===== src/rtl/mux_rr_arbiter.sv =====
// Round-robin arbiter for a shared 4:1 mux_gate.
// Registered one-hot grant, mux select, busy and switch pulse.
module mux_rr_arbiter #(
  parameter int MAX_HOLD = 8,
  parameter int CNT_W    = 8
) (
  input  logic       clk,
  input  logic       rst,
  input  logic [3:0] req,
  output logic [3:0] grant,
  output logic [1:0] select,
  output logic       busy,
  output logic       switch_p
);

  typedef enum logic {
    S_IDLE,
    S_GRANT
  } state_t;

  localparam logic [CNT_W-1:0] HOLD_MAX = CNT_W'(MAX_HOLD - 1);

  state_t           r_state;
  state_t           w_state_nxt;
  logic [1:0]       r_ptr;
  logic [CNT_W-1:0] r_cnt;
  logic [3:0]       r_grant;
  logic [1:0]       r_select;
  logic             r_busy;
  logic             r_switch;

  logic [1:0]       w_ptr_nxt;
  logic [CNT_W-1:0] w_cnt_nxt;
  logic [3:0]       w_grant_nxt;
  logic [1:0]       w_select_nxt;
  logic             w_switch_nxt;

  logic [3:0]       w_others;
  logic             w_any_oth;
  logic             w_own_req;
  logic [1:0]       w_win_all;
  logic [1:0]       w_win_oth;
  logic             w_at_max;

  // First set bit of r scanning p+1, p+2, p+3, p (mod 4)
  function automatic logic [1:0] f_pick(
    input logic [3:0] r,
    input logic [1:0] p
  );
    logic [1:0] idx;
    logic       found;
    f_pick = p;
    found  = 1'b0;
    for (int k = 1; k <= 4; k++) begin
      idx = p + 2'(k);
      if (!found && r[idx]) begin
        f_pick = idx;
        found  = 1'b1;
      end
    end
  endfunction

  // Owner is the current select; the rest are contenders
  always_comb begin
    w_others  = req & ~(4'b0001 << r_select);
    w_any_oth = |w_others;
    w_own_req = req[r_select];
    w_win_all = f_pick(req, r_ptr);
    w_win_oth = f_pick(w_others, r_ptr);
    w_at_max  = (r_cnt == HOLD_MAX);
  end

  // State register
  always_ff @(posedge clk or posedge rst) begin
    if (rst) r_state <= S_IDLE;
    else     r_state <= w_state_nxt;
  end

  // Next-state logic: leave GRANT only when nobody is requesting
  always_comb begin
    w_state_nxt = r_state;
    unique case (r_state)
      S_IDLE:
        if (|req) w_state_nxt = S_GRANT;
      S_GRANT:
        if (!w_own_req && !w_any_oth) w_state_nxt = S_IDLE;
      default: w_state_nxt = S_IDLE;
    endcase
  end

  // Output logic: next grant, select, pointer, hold count, pulse
  always_comb begin
    w_grant_nxt  = r_grant;
    w_select_nxt = r_select;
    w_ptr_nxt    = r_ptr;
    w_cnt_nxt    = r_cnt;
    w_switch_nxt = 1'b0;
    unique case (r_state)
      S_IDLE: begin
        w_grant_nxt = 4'b0000;
        if (|req) begin
          w_grant_nxt  = 4'b0001 << w_win_all;
          w_select_nxt = w_win_all;
          w_ptr_nxt    = w_win_all;
          w_cnt_nxt    = '0;
          w_switch_nxt = 1'b1;
        end
      end
      S_GRANT: begin
        if (w_any_oth && (!w_own_req || w_at_max)) begin
          w_grant_nxt  = 4'b0001 << w_win_oth;
          w_select_nxt = w_win_oth;
          w_ptr_nxt    = w_win_oth;
          w_cnt_nxt    = '0;
          w_switch_nxt = 1'b1;
        end else if (!w_own_req) begin
          w_grant_nxt = 4'b0000;
          w_cnt_nxt   = '0;
        end else if (!w_at_max) begin
          w_cnt_nxt = r_cnt + 1'b1;
        end
      end
      default: w_grant_nxt = 4'b0000;
    endcase
  end

  // Registered outputs and arbitration bookkeeping
  always_ff @(posedge clk or posedge rst) begin
    if (rst) begin
      r_grant  <= 4'b0000;
      r_select <= 2'b00;
      r_busy   <= 1'b0;
      r_switch <= 1'b0;
      r_ptr    <= 2'd3;
      r_cnt    <= '0;
    end else begin
      r_grant  <= w_grant_nxt;
      r_select <= w_select_nxt;
      r_busy   <= |w_grant_nxt;
      r_switch <= w_switch_nxt;
      r_ptr    <= w_ptr_nxt;
      r_cnt    <= w_cnt_nxt;
    end
  end

  assign grant    = r_grant;
  assign select   = r_select;
  assign busy     = r_busy;
  assign switch_p = r_switch;

endmodule


===== config.mk =====
export PLATFORM = sky130hd
export DESIGN_NAME = mux_rr_arbiter
export DESIGN_NICKNAME = d
export VERILOG_FILES = /design/src/rtl/mux_rr_arbiter.sv
export SDC_FILE = /design/constraint.sdc
export NUM_CORES = 1
export LEC_CHECK = 0
export ABC_AREA = 0
export BUFFER_PORTS_ARGS = -buffer_cell sky130_fd_sc_hd__buf_2
export CORE_MARGIN = 2
export CORE_UTILIZATION = 30
export CTS_CLUSTER_SIZE = 14
export DETAILED_ROUTE_END_ITERATION = 6
export PLACE_DENSITY = 0.42
export SETUP_SLACK_MARGIN = 0.15
export SLEW_MARGIN = 30
export SYNTH_ARGS = -nofsm -noshare
export SYNTH_HDL_FRONTEND = slang
export SYNTH_SLANG_ARGS = --single-unit

===== constraint.sdc =====
create_clock -name clk -period 5.1 [get_ports clk]
set_input_delay 0.765 -clock clk [delete_from_list [all_inputs] [get_ports clk]]
set_output_delay 0.765 -clock clk [all_outputs]
set_load 0.03 [all_outputs]

==> results of run 1 <==
[kinds of logic (layout without fill, tap and decap cells)]
kind of cell | count (synthesis) | count (layout)
simple gates | 58 | 58
compound gates | 36 | 36
flops | 19 | 19
buf+inv | 14 | 23
mux | 9 | 9
fa+ha+maj | 1 | 1
xor+xnor | 1 | 1
[sequential cells by signal, indices dropped and copies added (netlist names)]
register  count
select        2
r_ptr         2
switch_p      1
r_cnt         8
r_state       1
grant         4
busy          1
[layout by cell type, fill, tap and decap left out, drive strengths merged, types with 2 or more instances in the layout]
master	count
dfstp	2
o211ai	2
nand2b	5
mux2i	6
clkbuf	3
dfrtp	17
a21oi	5
or4	2
or2	3
nor2b	2
nor2	8
nand2	11
a211o	5
o2bb2ai	2
buf	13
and4b	2
nand3	3
nor3	7
mux2	2
o21ai	5
a221o	4
and3	6
nor3b	3
nand4	2
inv	6
a31oi	2
a21o	2
[routing by layer]
| metal | wire, µm | track usage | up-vias |
|---|---|---|---|
| met5 | 0 | 0 | - |
| met4 | 56 | 0.0662 | 0 |
| met3 | 59 | 0.0130 | 6 |
| met2 | 1500 | 0.236 | 17 |
| met1 | 1430 | 0.170 | 529 |
| li1 | - | - | 540 |
[power groups by stage]
stage	clock network, µW	registers (µW)	logic (µW)
floorplan	0	296	290
global placement	0	267	419
detailed placement	0	264	421
CTS	110	262	421
global route	119	275	464
finish	107	263	418
[final cells by class]
| cell class | count | area, µm² | area share |
|---|---|---|---|
| multi-input cells | 105 | 756 | 0.528 |
| flip-flops and latches | 19 | 478 | 0.334 |
| repair buffers | 13 | 65.1 | 0.0455 |
| well taps | 50 | 62.6 | 0.0437 |
| clock buffers | 3 | 41.3 | 0.0289 |
| inverters | 6 | 22.5 | 0.0157 |
| clock inverters | 1 | 5.00 | 0.00350 |
[synth_stat cells (3+ instances only)]
master    instances  share of area
nand2b_1          4          0.019
dfrtp_1          17           0.33
or2_2             3          0.014
a211o_1           5          0.034
nand3_1           3          0.011
nor3b_1           3          0.017
mux2i_1           6          0.046
a221o_1           4          0.031
inv_1             6          0.017
nor2_1            8          0.023
and3_1            6          0.029
nor3_1            7          0.027
nand2_1          10          0.029
a21oi_1           5          0.019
o21ai_0           5          0.019
[metrics by stage]
step | cells | instance area (µm²) | setup WS [ns] | utilization | total power (µW)
finish | 197 | 1430 | 3.00 | 0.350 | 789
CTS | 197 | 1430 | 3.00 | 0.350 | 794
floorplan | 138 | 1310 | 2.86 | - | 587
detailed placement | 193 | 1380 | 2.72 | 0.339 | 685
global placement | 193 | 1380 | 2.72 | 0.339 | 686
global route | 197 | 1430 | 2.93 | 0.350 | 857
[final timing paths]
check	from	to	depth (start not counted)
worst max-delay path	req[3]	select[0]$_DFFE_PP0P_	6
min in group asynchronous	rst	select[0]$_DFFE_PP0P_	2
worst min-delay path	r_cnt[7]$_DFFE_PP0P_	r_cnt[7]$_DFFE_PP0P_	1
worst min register to register	r_cnt[7]$_DFFE_PP0P_	r_cnt[7]$_DFFE_PP0P_	1
max in group asynchronous	rst	grant[1]$_DFF_PP0_	2
worst max register to register	r_ptr[1]$_DFFE_PP1P_	grant[2]$_DFF_PP0_	5
[worst max-delay path, stage by stage]
cell and delay (ns):
buf_2 0.17, mux4_2 0.55, inv_1 0.11, o2111ai_2 0.19, nand2_4 0.15, mux2_4 0.30
==> impl_metrics.csv, run 1 <==
group,metric,value,unit
drt,dr.pass1.iters,4,
floorplan,die-height,70.0,µm
cts,cts_resized,0,
power_and_ir_drop,seq_power_share,0.334,
min_path,min_path_type,"reg -> reg",
drt,dr_total_vias,1092,
global_routing,gr-total-overflow,0,
cts,cts.sinks,19,
cts,clock_path_buffers,2,
setup_path,r2r_slack,3.06,ns
synth,synthArstFlopShare,1.00,
floorplan,num_rows,23,
final_layout,area_growth,9.48,%
flow_run,maxCapViolCount,0,
synth,synthCells,138,
synth,synth_top_family_by_area,"simple AND/OR/NAND/NOR gates",
setup_path,cp-start-kind,"input pin",
timing,setup_violations,0,
cts,path_clk_slew,0.08,ns
cts,clk_latency,0.26,ns
synth,avgSynthCellArea,9.47,µm²
setup_path,cp-end-kind,"flip-flop",
global_routing,grt_pass1_vias,1148,
synth,synthMuxAreaShare,0.0862,
power_and_ir_drop,p_int,430,µW
placed_design,numPortBuffers,13,
power_and_ir_drop,swShare,0.454,
synth,synth_cell_type_count,48,
drt,avgViaCountPerCell,5.54,
global_routing,grt_max_degree,20,
synth,synthXorXnorAreaFrac,0.00670,
floorplan,die_area,0.00490,mm²
global_routing,grt_first_pass_wirelength,5.49,mm
cts,post-cts-setup-buffer-count,0,
synth,synth_fa_ha_area_frac,0.00958,
timing,holdWs,0.544,ns
timing,clock_skew,0.00862,ns
final_layout,n_antenna_cell,0,
timing,relSlewSlack,0.511,
global_routing,antenna_found_initial,0,
floorplan,die_w,70.0,µm
drt,ant_nets,0,
placed_design,hpwl,2.30,mm
power_and_ir_drop,power_leakage,0.000692,µW
synth,ys_seq_area_frac,0.366,
synth,synthSimpleGateAreaFrac,0.260,
global_routing,grt_usage,0.137,
synth,syn_area,0.00131,mm²
timing,hold_viol_final,0,
floorplan,core_area,0.00409,mm²
timing,worst_slew_pin_slew,0.733,ns
setup_path,cp.required,5.25,ns
drt,routedWlPerCell,15.5,µm
cts,ctsHoldBuffers,0,
drt,route.detailed.drc,0,
setup_path,crit_type,"in -> reg",
timing,period_share,0.412,
synth,synth_seq_cells,19,
final_layout,layout.nets,155,
timing,timing.fmax,476,MHz
drt,wirelength,3.05,mm
timing,rsz0062_at_grt,"no",
power_and_ir_drop,p_clk_frac,0.136,
synth,synth_top_flop_cell,"dfrtp_1",
power_and_ir_drop,power_density,551,mW/mm²
drt,drt_iter0_markers,43,
setup_path,cp.arrival,2.25,ns
cts,clockRootBuffer,"clkbuf_8",
timing,period_needed,2.10,ns
synth,synth-compound-area-share,0.216,
final_layout,fillers,428,
cts,cts_tree,"yes",
power_and_ir_drop,ir_drop,0.153,mV
floorplan,io_pins,14,
final_layout,drive_above_1_share,0.211,
cts,cts_buffers,3,
placed_design,gp_congestion,0.805,
power_and_ir_drop,p_sw,358,µW
timing,fin_setup_tns,0,ns
setup_path,worstPathMaxFanout,11,
run_status,status,"finished, final reports clean",
cts,htreeDepth,1,
floorplan,initial_core_util,0.320,
timing,slew_violations,0,
synth,synth_edf_count,0,
synth,ys_warn_count,0,
power_and_ir_drop,p_comb_frac,0.531,
synth,synth_nets,145,
No activity file was read; power rests on OpenSTA's default activity.
==> run 2: changes to the inputs <==
- ABC_AREA: 0 -> 1
- clock period: 5.1 -> 2.1 ns (I/O delays scaled with it)
==> run 2 against run 1 <==
Effect of this change:
- first-iteration DRC count up 7.0%
- core utilization up 8.4 points
- count of clock-buffer cells in the layout unchanged
- final cell count grew 80%
- clock skew barely moved
- via count grew 54%
- largest cell class unchanged
==> impl_metrics.csv, run 2 <==
group,metric,value,unit
setup_path,crit_type,"reg -> reg",
floorplan,io_pins,14,
power_and_ir_drop,seq_power_share,0.154,
setup_path,cp-start-kind,"flip-flop",
synth,synth_top_area_frac,0.276,
timing,period_needed,2.00,ns
timing,worst_slew_pin_slew,0.341,ns
synth,avgSynthCellArea,6.41,µm²
placed_design,gp_congestion,0.778,
final_layout,final_core_util,0.434,
power_and_ir_drop,power_density,1800,mW/mm²
power_and_ir_drop,p_clk_frac,0.070,
final_layout,n_antenna_cell,0,
setup_path,r2r_slack,0.10,ns
cts,path_clk_slew,0.09,ns
global_routing,gr-total-overflow,0,
timing,timing.fmax,501,MHz
drt,route.detailed.drc,0,
cts,cts.sinks,19,
placed_design,dp_cells,336,
synth,yosys-top-cells-area,"dfrtp_1 (28%), nand2_1 (19%), nand3_1 (9.1%)",
final_layout,drive_above_1_share,0.447,
drt,dr_total_vias,1680,
synth,synth_top_flop_cell,"dfrtp_1",
power_and_ir_drop,power,3940,µW
drt,avgViaCountPerCell,4.75,
flow_run,maxCapViolCount,0,
min_path,min_path_type,"in -> reg",
power_and_ir_drop,p_sw,2100,µW
floorplan,core_area,0.00504,mm²
synth,synth.most_common_cell,"nand2_1",
power_and_ir_drop,swShare,0.532,
cts,htreeDepth,1,
synth,syn_area,0.00154,mm²
floorplan,die_area,0.00572,mm²
run_status,status,"finished, final reports clean",
synth,synth_nets,247,
synth,synth_edf_count,0,
synth,synthCells,240,
setup_path,cp.arrival,2.16,ns
global_routing,grt_max_degree,14,
cts,cts_buffers,3,
placed_design,numPortBuffers,13,
power_and_ir_drop,power_leakage,0.00108,µW
timing,slew_violations,0,
setup_path,worstPathMaxFanout,8,
synth,yosysTopAreaCell,"dfrtp_1",
drt,ant_nets,0,
setup_path,cp.required,2.27,ns
final_layout,area_growth,42.3,%
timing,clock_skew,0.00903,ns
power_and_ir_drop,ir_drop,0.904,mV
synth,synth_seq_cells,19,
timing,rsz0062_at_grt,"yes",
final_layout,largest_reg_flops,8,
power_and_ir_drop,p_int,1850,µW
global_routing,grt_first_pass_wirelength,7.07,mm
global_routing,grt_pass1_vias,1551,
synth,ys_seq_area_frac,0.311,
floorplan,num_rows,26,
cts,clockRootBuffer,"clkbuf_8",
final_layout,final_area,0.00219,mm²
timing,relSlewSlack,0.773,
global_routing,grt_usage,0.163,
floorplan,die_w,75.6,µm
placed_design,hpwl,3.38,mm
final_layout,regMostFlops,"r_cnt",
timing,period_share,0.950,
timing,setup_violations,0,
timing,holdWs,0.454,ns
power_and_ir_drop,p_comb_frac,0.775,
synth,ys_warn_count,0,
synth,synthTopCellsByCount,"nand2_1 (78), inv_1 (28), nand3_1 (28)",
cts,clock_path_buffers,2,
final_layout,finalNonFillerCells,354,
cts,clk_latency,0.27,ns
synth,synth_cell_type_count,28,
drt,dr.pass1.iters,4,
drt,drt_iter0_markers,46,
setup_path,cp-end-kind,"flip-flop",
drt,routedWlPerCell,12.6,µm
timing,hold_viol_final,0,
final_layout,layout.nets,292,
final_layout,final_cell_mix,"nand2_1 (48), nand2_2 (34), buf_4 (24)",
cts,cts_tree,"yes",
placed_design,post_dp_cell_area,0.00178,mm²
global_routing,antenna_found_initial,0,
floorplan,die-height,75.6,µm
drt,wirelength,4.47,mm
final_layout,mostFrequentLayoutCell,"nand2_1",
synth,synthArstFlopShare,1.00,
floorplan,initial_core_util,0.305,
-- run 2: layout make-up --
cell class	count	area, µm²
Fill cell	542	2850
Multi-Input combinational cell	187	1130
Sequential cell	19	478
Timing Repair Buffer	44	323
Inverter	30	123
Tap cell	70	87.6
Clock buffer	3	41.3
Clock inverter	1	5.00
-- run 2: power groups by stage --
stage | Sequential, µW | Combinational (µW) | Clock [µW]
CTS | 595 | 2620 | 286
detailed placement | 592 | 2340 | 0
global placement | 595 | 2370 | 0
floorplan | 682 | 1520 | 0
finish | 609 | 3060 | 278
global route | 622 | 3380 | 295
-- run 2: stage by stage --
stage	setup WS, ns	TNS [ns]
final	0.105	0
after global placement	0.00681	0
after global routing	-0.0546	-0.0546
after detailed placement	0.0725	0
after CTS	0.110	0
after floorplan	0.282	0
-- run 2: timing repair --
item	4_1_cts	5_1_grt
cloned	0	0
pin swaps	8	14
endpoints found under the setup margin	5	18
hold buffers	1	0
resized for setup	29	57
hold endpoints to repair	5	0
setup buffers	3	10
-- run 2: cell families (layout without fill, tap and decap cells) --
family	Yosys count	count (layout)	synth area share
AND/OR/NAND/NOR	159	159	0.479
buffers and inverters	34	78	0.102
AO/OA/AOI/OAI	27	27	0.101
flip-flops	19	19	0.311
adder cells (fa/ha/maj)	1	1	0.00813
-- run 2: worst max-delay path: stages (launching register included) --
cell and delay [ns]:
dfstp_2 0.67, inv_4 0.10, nand2_2 0.09, nand2_4 0.08
buf_4 0.14, nand2_1 0.05, nand2_1 0.08, nand2_2 0.10
nand3_2 0.09, nand2_4 0.12, inv_1 0.05, a21oi_1 0.11
nand2_1 0.08, nor2_1 0.08, nand2_1 0.05
-- run 2: path summary, 6_finish.rpt --
kind	from	end	cells after the start
worst min register to register	r_cnt[1]$_DFFE_PP0P_	r_cnt[1]$_DFFE_PP0P_	1
max in group asynchronous	rst	r_ptr[1]$_DFFE_PP1P_	4
min in group asynchronous	rst	grant[1]$_DFF_PP0_	3
worst min-delay path	req[3]	r_state$_DFF_PP0_	3
worst max-delay path	r_ptr[0]$_DFFE_PP1P_	busy$_DFF_PP0_	14
worst max register to register	r_ptr[0]$_DFFE_PP1P_	busy$_DFF_PP0_	14
-- run 2: metal layers --
metal	up-vias	track usage	routed length, µm
li1	872	-	-
met1	775	0.216	2040
met2	23	0.271	2220
met3	10	0.0265	112
met4	0	0.0507	104
met5	-	0	0
